File: src/rtl/rx_dmac.sv
// RX DMA master: drains AXI-Stream beats into fixed-length AXI4 INCR write bursts on a DDR ring.
// Optional macro RX_DMAC_WRAP_EN wraps the write address back to the ring base at the ring end.
module rx_dmac #(
  parameter int unsigned DATA_W = 128,
  parameter int unsigned ADDR_W = 48,
  parameter int unsigned OVF_W  = 8
) (
  input  logic                clk,
  input  logic                rst_n,
  input  logic                write_enable,
  output logic                write_busy,
  input  logic [ADDR_W-1:0]   write_base_address,
  input  logic [31:0]         write_burst_count,
  input  logic [8:0]          write_burst_len,
  input  logic [31:0]         write_ddr_size,
  input  logic [16:0]         write_access_size_bytes,
  input  logic                write_access_tick,
  output logic                write_burst_tick,
  output logic [31:0]         write_total_burst_count,
  output logic [31:0]         write_current_burst_address,
  output logic                write_overflow_ins,
  output logic [OVF_W-1:0]    write_overflow_count,
  input  logic [DATA_W-1:0]   s_axis_rx_tdata,
  input  logic                s_axis_rx_tvalid,
  output logic                s_axis_rx_tready,
  input  logic                rx_fifo_has_burst,
  input  logic                rx_fifo_full,
  output logic [ADDR_W-1:0]   m_axi_awaddr,
  output logic [7:0]          m_axi_awlen,
  output logic                m_axi_awvalid,
  input  logic                m_axi_awready,
  output logic [DATA_W-1:0]   m_axi_wdata,
  output logic [DATA_W/8-1:0] m_axi_wstrb,
  output logic                m_axi_wlast,
  output logic                m_axi_wvalid,
  input  logic                m_axi_wready,
  input  logic [1:0]          m_axi_bresp,
  input  logic                m_axi_bvalid,
  output logic                m_axi_bready
);

  localparam int unsigned AW1 = ADDR_W + 1;

  typedef enum logic [2:0] {
    S_IDLE, S_CHECK, S_AW, S_W, S_B, S_VERIFY
  } state_e;

  state_e             state_q, state_d;
  logic [8:0]         idx_q, idx_d;
  logic [31:0]        occ_q, occ_d;
  logic               acc_tick_q;
  logic [ADDR_W-1:0]  awaddr_q, awaddr_d;
  logic               awvalid_q, awvalid_d;
  logic [31:0]        cur_addr_q, cur_addr_d;
  logic [31:0]        run_cnt_q, run_cnt_d;
  logic [31:0]        total_q, total_d;
  logic               berr_q, berr_d;
  logic               tick_q, tick_d;
  logic               ovf_ins_q, ovf_ins_d;
  logic [OVF_W-1:0]   ovf_cnt_q, ovf_cnt_d;

  logic [12:0]        burst_bytes;
  logic               has_space;
  logic               acc_rise;
  logic               w_fire;
  logic               wlast_c;
  logic [ADDR_W-1:0]  next_addr;
  logic [32:0]        occ_sum;
  logic               unused_bresp0;

  assign burst_bytes   = {write_burst_len, 4'b0000};
  assign has_space     = (33'(occ_q) + 33'(burst_bytes)) <= 33'(write_ddr_size);
  assign acc_rise      = write_access_tick & ~acc_tick_q;
  assign wlast_c       = (idx_q == (write_burst_len - 9'd1));
  assign w_fire        = (state_q == S_W) && s_axis_rx_tvalid && m_axi_wready;
  assign unused_bresp0 = m_axi_bresp[0];

  // Address of the burst after the one just accepted on AW
`ifdef RX_DMAC_WRAP_EN
  logic [ADDR_W:0] addr_inc, ring_end;
  always_comb begin
    addr_inc  = AW1'(awaddr_q) + AW1'(burst_bytes);
    ring_end  = AW1'(write_base_address) + AW1'(write_ddr_size);
    next_addr = (addr_inc >= ring_end) ? write_base_address : ADDR_W'(addr_inc);
  end
`else
  always_comb begin
    next_addr = awaddr_q + ADDR_W'(burst_bytes);
  end
`endif

  always_ff @(posedge clk) begin
    if (!rst_n) state_q <= S_IDLE;
    else        state_q <= state_d;
  end

  always_comb begin
    state_d = state_q;
    unique case (state_q)
      S_IDLE:   if (write_enable) state_d = S_CHECK;
      S_CHECK:  if (rx_fifo_has_burst && has_space) state_d = S_AW;
      S_AW:     if (m_axi_awready) state_d = S_W;
      S_W:      if (w_fire && wlast_c) state_d = S_B;
      S_B:      if (m_axi_bvalid) state_d = S_VERIFY;
      S_VERIFY: state_d = ((run_cnt_q < write_burst_count) && !berr_q && write_enable)
                          ? S_CHECK : S_IDLE;
      default:  state_d = S_IDLE;
    endcase
  end

  // Datapath and registered outputs
  always_comb begin
    idx_d      = idx_q;
    awaddr_d   = awaddr_q;
    awvalid_d  = awvalid_q;
    cur_addr_d = cur_addr_q;
    run_cnt_d  = run_cnt_q;
    total_d    = total_q;
    berr_d     = berr_q;
    tick_d     = 1'b0;
    ovf_ins_d  = 1'b0;
    ovf_cnt_d  = ovf_cnt_q;

    // Ring occupation: completed bursts fill it, host accesses drain it (floored at 0)
    occ_sum = 33'(occ_q) + (tick_q ? 33'(burst_bytes) : 33'd0);
    if (acc_rise) begin
      occ_sum = (occ_sum >= 33'(write_access_size_bytes))
                ? occ_sum - 33'(write_access_size_bytes) : 33'd0;
    end
    occ_d = 32'(occ_sum);

    unique case (state_q)
      S_IDLE: begin
        awaddr_d   = write_base_address;
        cur_addr_d = write_base_address[31:0];
        run_cnt_d  = 32'd0;
        if (!write_enable) begin
          total_d   = 32'd0;
          ovf_cnt_d = '0;
        end
      end
      S_CHECK: begin
        if (rx_fifo_has_burst && has_space) begin
          awvalid_d  = 1'b1;
          cur_addr_d = awaddr_q[31:0];
        end
        if (rx_fifo_full && (total_q != 32'd0)) begin
          ovf_ins_d = 1'b1;
          if (ovf_cnt_q != {OVF_W{1'b1}}) ovf_cnt_d = ovf_cnt_q + OVF_W'(1);
        end
      end
      S_AW: begin
        if (m_axi_awready) begin
          awvalid_d = 1'b0;
          awaddr_d  = next_addr;
          idx_d     = 9'd0;
        end
      end
      S_W: begin
        if (w_fire) idx_d = idx_q + 9'd1;
      end
      S_B: begin
        if (m_axi_bvalid) begin
          berr_d = m_axi_bresp[1];
          if (!m_axi_bresp[1]) begin
            tick_d    = 1'b1;
            run_cnt_d = run_cnt_q + 32'd1;
            total_d   = total_q + 32'd1;
          end
        end
      end
      default: ;
    endcase
  end

  always_ff @(posedge clk) begin
    if (!rst_n) begin
      idx_q      <= 9'd0;
      occ_q      <= 32'd0;
      acc_tick_q <= 1'b0;
      awaddr_q   <= write_base_address;
      awvalid_q  <= 1'b0;
      cur_addr_q <= 32'd0;
      run_cnt_q  <= 32'd0;
      total_q    <= 32'd0;
      berr_q     <= 1'b0;
      tick_q     <= 1'b0;
      ovf_ins_q  <= 1'b0;
      ovf_cnt_q  <= '0;
    end else begin
      idx_q      <= idx_d;
      occ_q      <= occ_d;
      acc_tick_q <= write_access_tick;
      awaddr_q   <= awaddr_d;
      awvalid_q  <= awvalid_d;
      cur_addr_q <= cur_addr_d;
      run_cnt_q  <= run_cnt_d;
      total_q    <= total_d;
      berr_q     <= berr_d;
      tick_q     <= tick_d;
      ovf_ins_q  <= ovf_ins_d;
      ovf_cnt_q  <= ovf_cnt_d;
    end
  end

  assign write_busy                  = (state_q != S_IDLE);
  assign write_burst_tick            = tick_q;
  assign write_total_burst_count     = total_q;
  assign write_current_burst_address = cur_addr_q;
  assign write_overflow_ins          = ovf_ins_q;
  assign write_overflow_count        = ovf_cnt_q;

  // W channel is a straight pass-through of the stream while a burst is open
  assign m_axi_awaddr     = awaddr_q;
  assign m_axi_awlen      = 8'(write_burst_len - 9'd1);
  assign m_axi_awvalid    = awvalid_q;
  assign m_axi_wdata      = s_axis_rx_tdata;
  assign m_axi_wstrb      = {(DATA_W/8){1'b1}};
  assign m_axi_wvalid     = (state_q == S_W) && s_axis_rx_tvalid;
  assign s_axis_rx_tready = (state_q == S_W) && m_axi_wready;
  assign m_axi_wlast      = (state_q == S_W) && wlast_c;
  assign m_axi_bready     = (state_q == S_B);

endmodule

File: config.mk
export PLATFORM = sky130hd
export DESIGN_NAME = rx_dmac
export DESIGN_NICKNAME = d
export VERILOG_FILES = /design/src/rtl/rx_dmac.sv
export SDC_FILE = /design/constraint.sdc
export NUM_CORES = 1
export LEC_CHECK = 0
export CORE_AREA = 2 2 214 216
export DETAILED_ROUTE_END_ITERATION = 8
export DIE_AREA = 0 0 216 218
export GPL_TIMING_DRIVEN = 0
export PLACE_DENSITY = 0.66
export SLEW_MARGIN = 25
export SYNTH_ARGS = -nofsm -noshare
export SYNTH_HDL_FRONTEND = slang
export SYNTH_SLANG_ARGS = --single-unit
File: constraint.sdc
create_clock -name clk -period 8.68 [get_ports clk]
set_input_delay 1.302 -clock clk [delete_from_list [all_inputs] [get_ports clk]]
set_output_delay 1.302 -clock clk [all_outputs]
set_load 0.01 [all_outputs]
==> results.cfg <==
[logic_synthesis]
synth-edff-count = 48
ys_warn_count = 0
ys_types = 89
synthCells = 1881
async_reset_ff_share_pct = 0
synth_area_sq_um = 15500
synth_seq_area_share_pct = 29.0
ys.flop_type = dfxtp_1
syn_avg_cell_area_sq_um = 8.25
synth-seq-cells = 201

[worst_setup_path]
crit_type = in2reg
crit_path_max_incr_delay_ns = 0.70
r2r_end = write_current_burst_address[19]
arrival_ns = 7.48
r2r_start = occ_q[5]
cpMaxStageDelayCell = a2111oi_0
cp-endpoint = write_current_burst_address[19]
crit_chain = clkdlybuf4s50_1 -> ha_1 -> a21o_1 -> a21oi_1 -> o21bai_1 -> a2111oi_0 -> nor2_1 -> a41oi_1 -> nor3_1 -> xor2_1 -> ha_1 -> nand4_1 -> nor4_1 -> o21ai_0 -> a21o_1 -> a41oi_1 -> buf_2 -> mux2i_1
reg2regPathDepth = 17
crit_start = write_burst_len[0]
worstPathMaxFanout = 10
required_ns = 9.15
r2r_slack_ns = 2.73
endpoint_kind = register
cp-start-kind = input pin

[place]
detailed_place.area_sq_um = 20500
hpwl_mm = 40.4
routabilityCongestion = 0.871
portBuffers = 412

[finish]
fillers = 4344
finalInstanceArea_sq_um = 21300
nNetsFinal = 2731
drive_gt1_share_pct = 11.8
area_delta_synth_final_pct = 37.0

[floorplan]
die_h_um = 218
rows = 78
start_util_pct = 34.6
die_w_um = 216
dieArea_sq_um = 47100
io_pins = 558
core_area_sq_um = 44900

[sta]
drv_slew = 0
timing.fmax_mhz = 143
finalHoldViolCount = 0
hold_ws_ns = 0.463
fin_crit_ns = 7.01
finalCritPeriodShare_pct = 80.8
max_slew_margin_pct = 29.3
worst_pin_slew_ns = 1.06
finalSetupViolCount = 0
rsz0062_at_grt = no
clock_skew_ns = 0.0220
tns_ns = 0

[drt]
drt_iter0_drc = 656
drt-total-wl_mm = 50.5
antenna_left = 0
first_pass_iters = 5
num_vias = 14875
viasPerCell = 5.03
wire_per_inst_um = 17.1
drcViolationCount = 0

[power_and_ir_drop]
leakage_nw = 8.86
ir_worst_vdd_mv = 0.141
p_per_area_nw_per_um2 = 157
power_mw = 3.34

[cts]
cts_setup_buffers = 0
cts-root-buf = clkbuf_16
ctsHoldBuffers = 0
htreeDepth = 1
cts_tree = yes
insertion_delay_ns = 0.55
cts_resized = 0
cts_max_path_buffers = 3
numCtsBuffers = 25
clk_pin_slew_ns = 0.06
clock-sinks = 201

[grt]
grt_pass1_vias = 14184
grt.total_usage_pct = 20.2
grt_max_degree = 45
antenna_found_initial = 2
grt_overflow_total = 0
grt_first_pass_wirelength_mm = 76.8

[status]
status = complete, no violations

[run]
drv_cap = 0

[hold_path]
hold_path_class = reg2reg
-- where the power goes --
group	internal, mW	switching [mW]	leakage, nW
Clock	0.573	0.421	0.378
Sequential	1.05	0.0857	1.74
Combinational	0.585	0.624	6.74
Total	2.21	1.13	8.86
-- flip-flops by register name, indices dropped and copies added (netlist names) --
signal                       cells
acc_tick_q                       1
run_cnt_q                       32
write_current_burst_address     32
m_axi_awvalid                    1
write_overflow_count             8
idx_q                            9
state_q                          3
write_overflow_ins               1
berr_q                           1
m_axi_awaddr                    48
write_burst_tick                 1
occ_q                           32
write_total_burst_count         32
-- logic make-up (layout without fill, tap and decap cells) --
kind of cell | after synthesis | count (layout) | synth area share [%]
AO/OA/AOI/OAI | 337 | 337 | 14.2
XOR/XNOR | 167 | 167 | 9.51
adder cells (fa/ha/maj) | 117 | 117 | 9.62
buffers and inverters | 324 | 780 | 11.6
flip-flops | 201 | 201 | 29.0
multiplexers | 71 | 71 | 4.86
other | 1 | 19 | 0.0242
AND/OR/NAND/NOR | 663 | 663 | 21.2
-- placed cells by master, fill, tap and decap left out, types with 5 or more instances in the layout --
cell             count
clkbuf_16           25
nand2_1            222
o211ai_1            17
or2_2                8
mux2_2              35
or4_1                5
clkbuf_1            44
a21boi_0             5
a31oi_1             13
or3_1               31
nor4_1              17
dfxtp_1            153
nand2b_1            15
xor2_1              87
o21ai_1             11
nand3_1             55
and4_1              16
mux2i_1             36
o21ai_0            101
buf_2               12
xnor2_1             79
inv_1              123
o31ai_1              9
clkdlybuf4s50_1    412
clkbuf_8             5
nor3_1              33
ha_1               113
a211oi_1            18
buf_4              150
and2_1              20
nor2_1             131
a21oi_1             72
nor2b_1             15
conb_1              16
and3_1              28
a21o_1              27
nand4_1             38
o21a_1              11
edfxtp_1            48
-- layer usage --
layer  part of all wire [%]  track usage, %  up-vias
met5                      0               0        -
met4                    2.4            5.62        0
met3                    5.8            3.07       68
met2                     48            34.9      493
met1                     44            26.1     6986
li1                       -               -     7328
-- cell type report --
type | instances | area [sq um] | area share (%)
well taps | 600 | 751 | 3.53
plain buffers | 200 | 1340 | 6.30
diodes | 3 | 7.51 | 0.0353
inverters | 124 | 465 | 2.19
multi-input cells | 1371 | 9300 | 43.7
clock inverters | 6 | 47.5 | 0.224
clock buffers | 37 | 721 | 3.39
flip-flops and latches | 201 | 4500 | 21.2
repair buffers | 413 | 4130 | 19.4
-- Yosys cell counts, drive strengths merged (16+ instances only) --
master | number | area [sq um]
a211oi | 21 | 188
a21o | 27 | 203
a21oi | 75 | 394
and2 | 21 | 131
and3 | 29 | 183
and4 | 16 | 140
buf | 163 | 1200
clkbuf | 37 | 139
dfxtp | 153 | 3060
edfxtp | 48 | 1440
ha | 113 | 1410
inv | 124 | 465
mux2 | 35 | 394
mux2i | 36 | 360
nand2 | 224 | 843
nand3 | 55 | 275
nand4 | 41 | 284
nor2 | 135 | 517
nor3 | 37 | 200
nor4 | 19 | 134
o211ai | 17 | 128
o21ai | 112 | 561
or3 | 31 | 194
xnor2 | 79 | 692
xor2 | 87 | 762
-- per-stage QoR --
| stage | utilization [%] | cells | setup slack (ns) |
|---|---|---|---|
| after floorplan | - | 1896 | 3.14 |
| after global placement | 45.6 | 2908 | 1.27 |
| after detailed placement | 45.6 | 2909 | 1.00 |
| after CTS | 47.4 | 2952 | 1.58 |
| after global routing | 47.4 | 2953 | 1.12 |
| final | 47.4 | 2955 | 1.67 |
-- critical path: cells and delay by family --
family | cells | cell delay, ns
and+or+nand+nor | 4 | 1.00
xor gates and xnor gates | 1 | 0.20
AOI/OAI and AO/OA | 8 | 3.03
muxes | 1 | 0.24
buffers and inverters | 2 | 1.06
adders and majority gates | 2 | 0.63
-- how the worst min path moves through the flow --
stage,start,to,slack [ns],cells after the start
after floorplan,occ_q[2],occ_q[2],0.45,2
after global placement,write_current_burst_address[6],write_current_burst_address[6],0.45,2
after detailed placement,write_current_burst_address[3],write_current_burst_address[3],0.45,2
after CTS,write_current_burst_address[3],write_current_burst_address[3],0.46,2
after global routing,write_current_burst_address[4],write_current_burst_address[4],0.48,2
final,write_current_burst_address[2],write_current_burst_address[2],0.46,2
Power figures use the tool's default switching activity.
